### src/rtl/pencere_serilestirici.sv
// Sliding 3x3 window producer for the serial median unit: collects columns,
// then streams the 9 window pixels plus one result slot per window.
module pencere_serilestirici #(
  parameter int PIXEL_BIT = 8
) (
  input  logic                   clk_i,
  input  logic                   rst_i,
  input  logic [3*PIXEL_BIT-1:0] sutun_i,
  input  logic                   sutun_gecerli_i,
  input  logic                   satir_basi_i,
  output logic                   sutun_hazir_o,
  output logic [PIXEL_BIT-1:0]   sayi_o,
  output logic                   medyan_rstn_o,
  output logic                   beklenen_hazir_o,
  output logic                   mesgul_o
);

  typedef enum logic {BOS, SERI} durum_t;

  localparam logic [3:0] K_SON = 4'd9;

  durum_t                 r_durum, w_durum_d;
  logic [3:0]             r_k, w_k_d;
  logic [1:0]             r_dolu, w_dolu_d;
  logic [3*PIXEL_BIT-1:0] r_s0, r_s1, r_s2;

  logic w_kabul;
  logic w_pencere_tam;
  logic w_son_dilim;

  assign w_son_dilim   = (r_durum == SERI) && (r_k == K_SON);
  assign sutun_hazir_o = !rst_i && ((r_durum == BOS) || w_son_dilim);
  assign w_kabul       = sutun_gecerli_i && sutun_hazir_o;

  always_comb begin
    w_dolu_d = r_dolu;
    if (w_kabul) begin
      if (satir_basi_i)          w_dolu_d = 2'd1;
      else if (r_dolu == 2'd3)   w_dolu_d = 2'd3;
      else                       w_dolu_d = r_dolu + 2'd1;
    end
  end

  assign w_pencere_tam = w_kabul && (w_dolu_d == 2'd3);

  always_comb begin
    w_durum_d = r_durum;
    w_k_d     = r_k;
    case (r_durum)
      BOS: begin
        if (w_pencere_tam) begin
          w_durum_d = SERI;
          w_k_d     = 4'd0;
        end
      end
      SERI: begin
        if (r_k == K_SON) begin
          // Back-to-back windows keep the median unit out of reset; its own
          // counter wraps from 9 to 0 in step with k.
          w_durum_d = w_pencere_tam ? SERI : BOS;
          w_k_d     = 4'd0;
        end else begin
          w_k_d = r_k + 4'd1;
        end
      end
      default: begin
        w_durum_d = BOS;
        w_k_d     = 4'd0;
      end
    endcase
  end

  always_ff @(posedge clk_i) begin
    if (rst_i) begin
      r_durum <= BOS;
      r_k     <= '0;
      r_dolu  <= '0;
      r_s0    <= '0;
      r_s1    <= '0;
      r_s2    <= '0;
    end else begin
      r_durum <= w_durum_d;
      r_k     <= w_k_d;
      r_dolu  <= w_dolu_d;
      if (w_kabul) begin
        r_s0 <= satir_basi_i ? '0 : r_s1;
        r_s1 <= satir_basi_i ? '0 : r_s2;
        r_s2 <= sutun_i;
      end
    end
  end

  // Column-major read: k/3 selects the column, k%3 selects top/middle/bottom.
  logic [PIXEL_BIT-1:0] w_piksel;
  always_comb begin
    w_piksel = '0;
    case (r_k)
      4'd0:    w_piksel = r_s0[3*PIXEL_BIT-1:2*PIXEL_BIT];
      4'd1:    w_piksel = r_s0[2*PIXEL_BIT-1:PIXEL_BIT];
      4'd2:    w_piksel = r_s0[PIXEL_BIT-1:0];
      4'd3:    w_piksel = r_s1[3*PIXEL_BIT-1:2*PIXEL_BIT];
      4'd4:    w_piksel = r_s1[2*PIXEL_BIT-1:PIXEL_BIT];
      4'd5:    w_piksel = r_s1[PIXEL_BIT-1:0];
      4'd6:    w_piksel = r_s2[3*PIXEL_BIT-1:2*PIXEL_BIT];
      4'd7:    w_piksel = r_s2[2*PIXEL_BIT-1:PIXEL_BIT];
      4'd8:    w_piksel = r_s2[PIXEL_BIT-1:0];
      default: w_piksel = '0;
    endcase
  end

  always_comb begin
    sayi_o           = '0;
    medyan_rstn_o    = 1'b0;
    beklenen_hazir_o = 1'b0;
    mesgul_o         = 1'b0;
    if (!rst_i && (r_durum == SERI)) begin
      medyan_rstn_o    = 1'b1;
      mesgul_o         = 1'b1;
      beklenen_hazir_o = (r_k == K_SON);
      sayi_o           = w_piksel;
    end
  end

endmodule

### config.mk
export PLATFORM = sky130hd
export DESIGN_NAME = pencere_serilestirici
export DESIGN_NICKNAME = d
export VERILOG_FILES = /design/src/rtl/pencere_serilestirici.sv
export SDC_FILE = /design/constraint.sdc
export NUM_CORES = 1
export LEC_CHECK = 0
export BUFFER_PORTS_ARGS = -buffer_cell sky130_fd_sc_hd__buf_2
export CAP_MARGIN = 20
export CORE_UTILIZATION = 53
export DETAILED_ROUTE_END_ITERATION = 8
export GPL_ROUTABILITY_DRIVEN = 1
export PLACE_DENSITY = 0.76
export SLEW_MARGIN = 0
export SYNTH_ARGS = -nofsm -noshare
export SYNTH_HDL_FRONTEND = slang
export SYNTH_SLANG_ARGS = --single-unit
### constraint.sdc
create_clock -name clk_i -period 1.5 [get_ports clk_i]
set_input_delay 0.075 -clock clk_i [delete_from_list [all_inputs] [get_ports clk_i]]
set_output_delay 0.075 -clock clk_i [all_outputs]
set_load 0.02 [all_outputs]
# Word level (Yosys, flattened, before mapping)
# Cells that the tools add are included.
dict set report word_totals {
  reg_bits 79
  inputBits 28
  output_inout_bits 12
}
dict set report classes {
  addsub 2
  eq_ne 12
  muxes 15
  n_bitwise 1
  reduce_logical 8
}
# cell n
set ops {}
lappend ops {{8-bit case mux with 9 select lines} 1}
lappend ops {{24-bit two-way mux} 2}
lappend ops {{4-bit by 3-bit equality test with 1-bit output, second input constant} 4}
lappend ops {{4-bit by 2-bit equality test with 1-bit output, second input constant} 2}
lappend ops {{4-bit equality test, second input constant} 2}
lappend ops {{4-bit two-way mux} 2}
lappend ops {{8-bit two-way mux} 1}
lappend ops {{4-bit case mux with 2 select lines} 1}
lappend ops {{2-bit two-way mux} 3}
lappend ops {{1-bit logical AND} 5}
lappend ops {{4-bit by 1-bit adder with 4-bit output, second input constant} 1}
lappend ops {{2-bit equality test, second input constant} 2}
lappend ops {{4-bit by 1-bit equality test with 1-bit output, second input constant} 1}
lappend ops {{4-bit zero test} 1}
lappend ops {{1-bit two-way mux} 4}
lappend ops {{2-bit by 1-bit adder with 2-bit output, second input constant} 1}
lappend ops {{2-bit != test, second input constant} 1}
lappend ops {{1-bit case mux with 2 select lines} 1}
lappend ops {{1-bit zero test} 1}
lappend ops {{1-bit logical OR} 1}
lappend ops {{1-bit inverter} 1}

# Logic depth before layout (Yosys ltp)
# Gate-level depths: netlist of run 1.
dict set report logic_depth {
  word_depth 11
  depth_mapped 7
}

# Least setup slack after synthesis of run 1
# Ideal clock, no wire load.
dict set report synth_timing {
  path_type {reg-to-output}
  startpoint {register r_k[3]}
  endpoint {output sayi_o[4]}
  t_arrival_ps 1529
  setup_slack_ps -104
  path_stages_with_launch 6
  path_cell_list {dfxtp_1 -> buf_4 -> or3b_1 -> nor2_2 -> a22oi_1 -> a31oi_1}
}
dict set report synth_via {
  elab_chain_cells 3
  elab_cells_between_ends 11
  cone_classes {eq/ne (8); mux (2); reduce/logical (1)}
}
# element line_no
set synth_lines {}
lappend synth_lines {{start: declaration} 23} ;# logic [3:0] r_k, w_k_d;
lappend synth_lines {{start signal: assignment} 83} ;# r_k <= w_k_d;
lappend synth_lines {{4-bit equality test, or another cell as far along} 97} ;# case (r_k)
lappend synth_lines {{8-bit case mux with 9 select lines (*)} 97}
lappend synth_lines {{8-bit two-way mux (*)} 116} ;# if (!rst_i && (r_durum == SERI)) begin
lappend synth_lines {{end: declaration} 12} ;# output logic [PIXEL_BIT-1:0] sayi_o,
# Every way passes the cells marked *; elsewhere a longest branch is shown, timed or not.

# Final worst setup path of run 1
dict set report layout_timing {
  startpoint {register r_k[0]}
  endpoint {output sayi_o[2]}
}
# The elaborated chain is that of the path after synthesis.

==> report_table.html, run 1 <==
<table>
<tr><th>Metric</th><th>Value</th></tr>
<tr><th colspan="2">Run status</th></tr>
<tr><td>Result of the run</td><td>finished, violations left</td></tr>
<tr><td>Violated checks</td><td>setup timing</td></tr>
<tr><th colspan="2">Timing</th></tr>
<tr><td>Final worst clock skew</td><td>0.01093 ns</td></tr>
<tr><td>Fin. max-slew vios</td><td>0</td></tr>
<tr><td>Slew @ Worst Pin</td><td>0.6789 ns</td></tr>
<tr><td>Number of hold-slack violations in the final timing report</td><td>0</td></tr>
<tr><td>Share of the cycle needed by the critical path after routing</td><td>130.2%</td></tr>
<tr><td>Max transition margin</td><td>54.74%</td></tr>
<tr><td>Setup repair after global routing missed its margin</td><td>yes</td></tr>
<tr><td>Setup-violating endpoint count in the final report</td><td>84</td></tr>
<tr><td>Clock period minus final worst setup slack</td><td>1.953 ns</td></tr>
<tr><td>Worst setup margin</td><td>-0.4525 ns</td></tr>
<tr><td>FMAX</td><td>512.2 MHz</td></tr>
<tr><th colspan="2">Route</th></tr>
<tr><td>DR WL/cell</td><td>21.84 um</td></tr>
<tr><td>DRC marker count from the first detailed-route iteration</td><td>423</td></tr>
<tr><td>First-pass iteration count of the detailed router</td><td>6</td></tr>
<tr><td>Antenna viol nets, final</td><td>0</td></tr>
<tr><td>Detailed-route vias per instance</td><td>6.335</td></tr>
<tr><td>DR vias</td><td>4219</td></tr>
<tr><td>DRC violation count after routing</td><td>0</td></tr>
<tr><td>Post-Route WL</td><td>14540 um</td></tr>
<tr><th colspan="2">Yosys</th></tr>
<tr><td>Flop and latch count out of synthesis</td><td>79</td></tr>
<tr><td>Number of synthesized flops with an enable pin</td><td>0</td></tr>
<tr><td>Cell area after synthesis</td><td>0.003791 mm^2</td></tr>
<tr><td>Synthesized net count</td><td>489</td></tr>
<tr><td>Post-synthesis async set-or-reset flop share</td><td>0%</td></tr>
<tr><td>Count of yosys warnings during synthesis</td><td>0</td></tr>
<tr><td>Distinct cell type count of the synthesized netlist</td><td>46</td></tr>
<tr><td>Sequential share of the synthesized area</td><td>41.72%</td></tr>
<tr><td>Prevailing post-synth register cell</td><td>sky130_fd_sc_hd__dfxtp_1</td></tr>
<tr><td>Post-Synthesis Cells</td><td>461</td></tr>
<tr><td>Syn Area/Cell</td><td>8.224 um^2</td></tr>
<tr><th colspan="2">Die</th></tr>
<tr><td>Die footprint</td><td>0.007495 mm^2</td></tr>
<tr><td>I/O pins</td><td>40</td></tr>
<tr><td>Placement Rows</td><td>30</td></tr>
<tr><td>Floorplan Core Area</td><td>0.006869 mm^2</td></tr>
<tr><td>Chip Height</td><td>86.58 um</td></tr>
<tr><td>Starting density of the core</td><td>55.19%</td></tr>
<tr><td>Die Wd</td><td>86.58 um</td></tr>
<tr><th colspan="2">Cells and area</th></tr>
<tr><td>Final Non-Filler Cells</td><td>666</td></tr>
<tr><td>ANT cells</td><td>0</td></tr>
<tr><td>FILL cells</td><td>354</td></tr>
<tr><td>Proportion of layout cells with a drive suffix above 1</td><td>42.81%</td></tr>
<tr><td>Area delta synth-&gt;final</td><td>52.08%</td></tr>
<tr><td>Nets@finish</td><td>594</td></tr>
<tr><th colspan="2">Worst setup path</th></tr>
<tr><td>Category of the critical setup timing path</td><td>reg -&gt; out</td></tr>
<tr><td>Kind of capture point of the worst setup path</td><td>output pin</td></tr>
<tr><td>CP top delay family</td><td>buffers and inverters</td></tr>
<tr><td>Critical path data required time</td><td>1.42 ns</td></tr>
<tr><td>Critical path, cell by cell</td><td>buf_8, buf_6, mux2_2, a22oi_2, o22ai_1, buf_2</td></tr>
<tr><td>Delay of the slowest critical-path stage</td><td>0.37 ns</td></tr>
<tr><td>Worst setup SP type</td><td>flop</td></tr>
<tr><td>Crit-path max FO</td><td>9</td></tr>
<tr><td>Worst path arrival time</td><td>1.88 ns</td></tr>
<tr><td>Worst-path cell with the longest stage delay</td><td>sky130_fd_sc_hd__dfxtp_2</td></tr>
<tr><td>Number of buffers and inverters on the critical path</td><td>3</td></tr>
<tr><th colspan="2">Clocking</th></tr>
<tr><td>Inserted Clock Buffers</td><td>9</td></tr>
<tr><td>Clock Sink Count</td><td>79</td></tr>
<tr><td>H-tree lvl count</td><td>3</td></tr>
<tr><td>Cell at the root of the clock tree</td><td>sky130_fd_sc_hd__clkbuf_8</td></tr>
<tr><td>Clock transition at the register clock pins on the worst setup and hold paths after CTS</td><td>0.09 ns</td></tr>
<tr><td>CTS tree</td><td>done</td></tr>
<tr><td>Clock insertion delay at the later pin of the skew report</td><td>0.35 ns</td></tr>
<tr><td>Max clock buf depth</td><td>2</td></tr>
<tr><th colspan="2">Placed design</th></tr>
<tr><td>Worst slack at placement</td><td>-0.1620 ns</td></tr>
<tr><td>Total half-perimeter wirelength after legalization and detailed placement</td><td>6614 um</td></tr>
<tr><td>Placed insts</td><td>596</td></tr>
<tr><td>Final estimated routing congestion in global placement</td><td>0.8705</td></tr>
<tr><td>Number of buffer cells added on primary ports</td><td>39</td></tr>
<tr><th colspan="2">Job</th></tr>
<tr><td>Total of max-cap violations</td><td>0</td></tr>
<tr><th colspan="2">Pwr</th></tr>
<tr><td>Worst-case vdd ir drop</td><td>936.3 uV</td></tr>
<tr><td>Pwr Density</td><td>809.2 mW/mm^2</td></tr>
<tr><td>Static Leakage</td><td>0.002090 uW</td></tr>
<tr><th colspan="2">Global routing</th></tr>
<tr><td>Largest net degree at the start of global routing</td><td>52</td></tr>
<tr><td>Initial antenna violation count</td><td>0</td></tr>
<tr><td>Aggregate global routing overflow</td><td>0</td></tr>
<tr><td>Number of global-route vias before repair</td><td>3999</td></tr>
<tr><td>Wire length of the first global-routing pass</td><td>20680 um</td></tr>
<tr><td>GRT Resource Usage Total</td><td>36.96%</td></tr>
<tr><th colspan="2">Hold path</th></tr>
<tr><td>Worst hold path type</td><td>in -&gt; reg</td></tr>
</table>
final timing paths:
check	cells after the start	to	slack [ns]	from
setup / recovery	6	sayi_o[2]	-0.45	r_k[0]$_SDFFE_PP0P_
hold / removal	3	r_k[3]$_SDFFE_PP0P_	0.17	rst_i
setup reg to reg	10	r_s1[5]$_SDFFE_PP0N_	-0.40	r_k[0]$_SDFFE_PP0P_
hold reg to reg	2	r_s0[17]$_SDFFE_PP0N_	0.46	r_s0[17]$_SDFFE_PP0N_
cell usage after synthesis (all sizes together) (4+ instances only):
library cell  count  area (um^2)
mux2              6        67.56
nand3b           53        397.9
o21ai            10        53.80
nand3             7        35.03
mux2i            12        120.1
clkbuf           16        60.06
dfxtp            79         1582
o211ai            4        30.03
o22ai             4        25.02
nor2b             7        43.79
a21oi            83        415.4
buf              27        170.2
a22oi             9        67.56
nand2            99        371.6
nor2             11        43.80
sequential cells by signal (all words and copies together), names as in the netlist:
name	cells
r_k	4
r_dolu	2
r_durum	1
r_s1	24
r_s0	24
r_s2	24
metal layers:
| layer | part of all wire, % | track usage [%] | wire (um) |
|---|---|---|---|
| met1 | 38 | 45.38 | 5572 |
| met2 | 48 | 61.26 | 6959 |
| met3 | 8.6 | 6.952 | 1256 |
| met4 | 5.2 | 20.45 | 754 |
| met5 | 0 | 0 | 0 |
final cells by class:
class,instances,area [um^2],share of cell area [%]
clock buffer,9,123.9,2.148
clock inverter,6,86.33,1.497
inverter,3,12.51,0.2170
multi-input combinational,337,2407,41.75
sequential,79,1589,27.56
tap,96,120.1,2.083
timing repair buffer,136,1426,24.74
worst min-delay path, cell delays in order:
cell	delay, ns
sky130_fd_sc_hd__buf_2	0.12
sky130_fd_sc_hd__nand2b_1	0.17
sky130_fd_sc_hd__o21ai_0	0.10
power breakdown:
part | switching, uW | leakage (uW) | total (uW) | internal, uW
registers | 74.7 | 0.000644 | 2230 | 2150
clock network | 811 | 0.000105 | 1740 | 925
logic | 334 | 0.00134 | 704 | 370
metrics by stage:
stage / TNS, ns / area (um^2) / hold slack (ns) / power (uW) / utilization, %
after floorplan: -0.3797 / 3801 / 0.2110 / 2464 / -
after global placement: -1.987 / 4267 / 0.3141 / 2593 / 62.11
after detailed placement: -5.107 / 4267 / 0.3209 / 2602 / 62.11
after CTS: -18.62 / 5361 / 0.1210 / 4519 / 78.05
after global routing: -26.45 / 5766 / 0.2038 / 4793 / 83.93
final: -22.35 / 5766 / 0.1692 / 4665 / 83.93
what timing repair did:
| action | in CTS | in global routing |
|---|---|---|
| gates resized for setup | 52 | 113 |
| setup buffers | 14 | 5 |
| cloned | 12 | 1 |
| setup endpoints to repair | 85 | 87 |
| hold endpoints to repair | 24 | 0 |
| pin swaps | 14 | 24 |
| hold buffers | 24 | 0 |
placed cells by master, fill, tap and decap left out, types with 4 or more instances in the layout:
master,count
sky130_fd_sc_hd__clkbuf_8,9
sky130_fd_sc_hd__mux2_2,4
sky130_fd_sc_hd__nand2_1,55
sky130_fd_sc_hd__a21oi_2,34
sky130_fd_sc_hd__nand3b_1,53
sky130_fd_sc_hd__nand2_4,6
sky130_fd_sc_hd__o21ai_0,7
sky130_fd_sc_hd__buf_16,11
sky130_fd_sc_hd__nand2_2,38
sky130_fd_sc_hd__buf_4,41
sky130_fd_sc_hd__a21oi_1,49
sky130_fd_sc_hd__o211ai_1,4
sky130_fd_sc_hd__buf_2,32
sky130_fd_sc_hd__nor2_1,8
sky130_fd_sc_hd__nand3_1,7
sky130_fd_sc_hd__a22oi_1,6
sky130_fd_sc_hd__mux2i_1,11
sky130_fd_sc_hd__dfxtp_1,75
sky130_fd_sc_hd__dlygate4sd3_1,24
sky130_fd_sc_hd__buf_12,9
sky130_fd_sc_hd__buf_6,16
sky130_fd_sc_hd__nor2b_1,4
logic make-up (layout without fill, tap and decap cells):
group / after synthesis / count (layout) / share of synthesized area, %
mux: 20 / 20 / 6.139
flops: 79 / 79 / 41.72
simple gates: 191 / 191 / 26.73
compound gates: 125 / 126 / 19.04
buf+inv: 46 / 154 / 6.370
No activity file was read; power rests on OpenSTA's default activity.
==> run 2: changes to the inputs <==
--- a/config.mk
+++ b/config.mk
@@ -11,6 +11,7 @@
 export DETAILED_ROUTE_END_ITERATION = 8
 export GPL_ROUTABILITY_DRIVEN = 1
 export PLACE_DENSITY = 0.76
+export REMOVE_ABC_BUFFERS = 1
 export SLEW_MARGIN = 0
 export SYNTH_ARGS = -nofsm -noshare
 export SYNTH_HDL_FRONTEND = slang
==> run 2 against run 1 <==
The flow still finishes with violations (setup timing). Non-clock buffer count decreased by 2. Critical path depth unchanged. Sequential power about the same. Final area increased by 1.0%. Clock skew decreased by 0.0033 ns. Via count increased by 2.2%. Clock power decreased by 6%. Utilization increased by 0.86 points. Sequential share of layout area decreased by 0.19 points. Power decreased by 1.8%. Largest cell class unchanged.
==> report_table.html, run 2 (synthesis gave the netlist of run 1 again) <==
<table>
<tr><th>Metric</th><th>Value</th></tr>
<tr><th colspan="2">Run status</th></tr>
<tr><td>Result of the run</td><td>finished, violations left</td></tr>
<tr><td>Violated checks</td><td>setup timing</td></tr>
<tr><th colspan="2">Die</th></tr>
<tr><td>Placement Rows</td><td>30</td></tr>
<tr><td>Die footprint</td><td>0.007495 mm^2</td></tr>
<tr><td>Die Wd</td><td>86.58 um</td></tr>
<tr><td>Floorplan Core Area</td><td>0.006869 mm^2</td></tr>
<tr><td>I/O pins</td><td>40</td></tr>
<tr><td>Chip Height</td><td>86.58 um</td></tr>
<tr><td>Starting density of the core</td><td>55.19%</td></tr>
<tr><th colspan="2">Timing</th></tr>
<tr><td>Fin. max-slew vios</td><td>0</td></tr>
<tr><td>Setup-violating endpoint count in the final report</td><td>85</td></tr>
<tr><td>Slew @ Worst Pin</td><td>0.8752 ns</td></tr>
<tr><td>Final worst clock skew</td><td>0.007641 ns</td></tr>
<tr><td>Worst Hold Slack</td><td>0.1392 ns</td></tr>
<tr><td>Max transition margin</td><td>41.66%</td></tr>
<tr><td>Clock period minus final worst setup slack</td><td>1.994 ns</td></tr>
<tr><td>Worst setup margin</td><td>-0.4945 ns</td></tr>
<tr><td>Number of hold-slack violations in the final timing report</td><td>0</td></tr>
<tr><td>Setup repair after global routing missed its margin</td><td>yes</td></tr>
<tr><td>FMAX</td><td>501.4 MHz</td></tr>
<tr><td>Share of the cycle needed by the critical path after routing</td><td>133.0%</td></tr>
<tr><th colspan="2">Cells and area</th></tr>
<tr><td>ANT cells</td><td>0</td></tr>
<tr><td>Area of combinational cells with multiple inputs</td><td>0.002492 mm^2</td></tr>
<tr><td>Most common cell after layout, fill and taps aside</td><td>sky130_fd_sc_hd__dfxtp_1</td></tr>
<tr><td>Largest registers ranked by flip-flop count</td><td>r_s0: 24 flops, r_s1: 24 flops, r_s2: 24 flops</td></tr>
<tr><td>Area delta synth-&gt;final</td><td>53.63%</td></tr>
<tr><td>Leading cell types in the layout, fill and taps excluded</td><td>75 x sky130_fd_sc_hd__dfxtp_1, 61 x sky130_fd_sc_hd__nand2_1, 53 x sky130_fd_sc_hd__nand3b_1, 45 x sky130_fd_sc_hd__a21oi_2, 40 x sky130_fd_sc_hd__buf_4</td></tr>
<tr><td>Proportion of layout cells with a drive suffix above 1</td><td>43.49%</td></tr>
<tr><td>Combined flip-flop and latch cell area</td><td>0.001594 mm^2</td></tr>
<tr><td>Nets@finish</td><td>591</td></tr>
<tr><td>FILL cells</td><td>352</td></tr>
<tr><th colspan="2">Clocking</th></tr>
<tr><td>CTS tree</td><td>done</td></tr>
<tr><td>Clock insertion delay at the later pin of the skew report</td><td>0.37 ns</td></tr>
<tr><td>Inserted Clock Buffers</td><td>9</td></tr>
<tr><td>Clock transition at the register clock pins on the worst setup and hold paths after CTS</td><td>0.09 ns</td></tr>
<tr><td>Max clock buf depth</td><td>2</td></tr>
<tr><td>Cell at the root of the clock tree</td><td>sky130_fd_sc_hd__clkbuf_8</td></tr>
<tr><td>Clock Sink Count</td><td>79</td></tr>
<tr><td>H-tree lvl count</td><td>3</td></tr>
<tr><th colspan="2">Worst setup path</th></tr>
<tr><td>FF-to-FF End</td><td>r_s1[14]$_SDFFE_PP0N_</td></tr>
<tr><td>Depth of the worst register-to-register path</td><td>9</td></tr>
<tr><td>Critical path, cell by cell</td><td>nand2b_1, inv_1, o21ai_2, or3_1, o22ai_1, buf_4</td></tr>
<tr><td>Crit-path max FO</td><td>3</td></tr>
<tr><td>Category of the critical setup timing path</td><td>reg -&gt; out</td></tr>
<tr><td>Number of buffers and inverters on the critical path</td><td>2</td></tr>
<tr><td>Worst path arrival time</td><td>1.92 ns</td></tr>
<tr><td>Delay of the slowest critical-path stage</td><td>0.36 ns</td></tr>
<tr><td>Beginning of the worst register-to-register path</td><td>r_k[3]$_SDFFE_PP0P_</td></tr>
<tr><td>Worst reg-to-reg setup slack</td><td>-0.37 ns</td></tr>
<tr><td>Worst setup SP type</td><td>flop</td></tr>
<tr><td>Critical path data required time</td><td>1.42 ns</td></tr>
<tr><td>Kind of capture point of the worst setup path</td><td>output pin</td></tr>
<tr><td>CP top delay family</td><td>simple AND/OR/NAND/NOR gates</td></tr>
<tr><td>Worst-path cell with the longest stage delay</td><td>sky130_fd_sc_hd__dfxtp_1</td></tr>
<tr><th colspan="2">Route</th></tr>
<tr><td>DR WL/cell</td><td>22.47 um</td></tr>
<tr><td>Antenna viol nets, final</td><td>0</td></tr>
<tr><td>DRC violation count after routing</td><td>0</td></tr>
<tr><td>DRC marker count from the first detailed-route iteration</td><td>555</td></tr>
<tr><td>First-pass iteration count of the detailed router</td><td>6</td></tr>
<tr><td>Detailed-route vias per instance</td><td>6.495</td></tr>
<tr><td>Post-Route WL</td><td>14920 um</td></tr>
<tr><td>DR vias</td><td>4313</td></tr>
<tr><th colspan="2">Hold path</th></tr>
<tr><td>Endpoint, Worst Hold</td><td>r_durum$_SDFF_PP0_</td></tr>
<tr><td>Worst hold path type</td><td>in -&gt; reg</td></tr>
<tr><td>Hold path cells</td><td>4</td></tr>
<tr><td>Start point of the worst min-delay path</td><td>sutun_gecerli_i</td></tr>
<tr><th colspan="2">Global routing</th></tr>
<tr><td>Number of global-route vias before repair</td><td>3503</td></tr>
<tr><td>Wire length of the first global-routing pass</td><td>17310 um</td></tr>
<tr><td>GRT Resource Usage Total</td><td>30.31%</td></tr>
<tr><td>Largest net degree at the start of global routing</td><td>64</td></tr>
<tr><td>Initial antenna violation count</td><td>0</td></tr>
<tr><td>Aggregate global routing overflow</td><td>0</td></tr>
<tr><th colspan="2">Job</th></tr>
<tr><td>Total of max-cap violations</td><td>0</td></tr>
<tr><th colspan="2">Placed design</th></tr>
<tr><td>Worst slack at placement</td><td>-0.1377 ns</td></tr>
<tr><td>Number of buffer cells added on primary ports</td><td>39</td></tr>
<tr><td>Total half-perimeter wirelength after legalization and detailed placement</td><td>5809 um</td></tr>
<tr><td>Final estimated routing congestion in global placement</td><td>0.8507</td></tr>
<tr><th colspan="2">Pwr</th></tr>
<tr><td>Static Leakage</td><td>0.002153 uW</td></tr>
<tr><td>Pwr Density</td><td>786.8 mW/mm^2</td></tr>
<tr><td>Total power draw</td><td>4582 uW</td></tr>
<tr><td>Worst-case vdd ir drop</td><td>693.6 uV</td></tr>
</table>
run 2: cell count changes in the layout (fill, tap and decap cells not counted), sizes merged:
cell | before | now
clkbuf | 10 | 21
buf | 111 | 102
clkinv | 4 | 1
a21bo | 2 | 1
bufinv | 2 | 1
clkinvlp | 1 | 2
run 2: layout make-up:
| class | count | area share (%) |
|---|---|---|
| timing repair buffer | 134 | 24.23 |
| tap | 96 | 2.062 |
| inverter | 3 | 0.2578 |
| sequential | 79 | 27.37 |
| multi-input combinational | 336 | 42.79 |
| clock buffer | 13 | 2.556 |
| clock inverter | 3 | 0.7304 |
run 2: worst reg2reg max path, stage by stage (launching register included):
cell and delay, ns:
sky130_fd_sc_hd__dfxtp_2 0.35, sky130_fd_sc_hd__buf_6 0.16, sky130_fd_sc_hd__buf_4 0.14, sky130_fd_sc_hd__nand4bb_4 0.18
sky130_fd_sc_hd__a21boi_4 0.23, sky130_fd_sc_hd__buf_6 0.17, sky130_fd_sc_hd__buf_6 0.12, sky130_fd_sc_hd__buf_12 0.12
sky130_fd_sc_hd__nand3b_1 0.13, sky130_fd_sc_hd__a21oi_2 0.20
run 2: layer usage:
metal	global-route usage, %	vias up	share of wire [%]
li1	-	1830	-
met1	38.11	2020	37
met2	49.71	371	47
met3	8.762	92	11
met4	10.76	0	4.5
met5	0	-	0
run 2: report_power, final:
part	leakage, uW	internal [uW]	switching [uW]
Combinational	0.00141	375	362
Clock	0.0000936	815	818
Sequential	0.000645	2150	64.7
run 2: metrics by stage:
stage / utilization, % / setup TNS (ns) / std cells / area, um^2
finish: 84.79 / -20.36 / 664 / 5824
floorplan: - / -125.34 / 418 / 3561
global route: 84.79 / -23.42 / 664 / 5824
global placement: 61.09 / -0.7370 / 588 / 4197
detailed placement: 61.09 / -1.495 / 588 / 4197
CTS: 73.11 / -7.225 / 648 / 5022
run 2: what timing repair did:
item,in CTS,in global routing
pin swaps,45,68
buffers inserted,13,9
hold buffers,24,0
endpoints found under the hold margin,24,0
gates resized for setup,34,154
gates cloned,7,11
setup endpoints to repair,67,87
run 2: how the worst max path moves through the flow:
stage	from	to	slack (ns)	depth (start not counted)
global placement	r_k[1]$_SDFFE_PP0P_	sayi_o[4]	-0.11	5
CTS	r_k[1]$_SDFFE_PP0P_	sayi_o[2]	-0.41	5
detailed placement	r_k[1]$_SDFFE_PP0P_	sayi_o[4]	-0.14	5
global route	r_k[0]$_SDFFE_PP0P_	sayi_o[5]	-0.54	5
floorplan	r_k[0]$_SDFFE_PP0P_	r_dolu[1]$_SDFF_PP0_	-1.77	4
finish	r_durum$_SDFF_PP0_	sayi_o[3]	-0.49	6
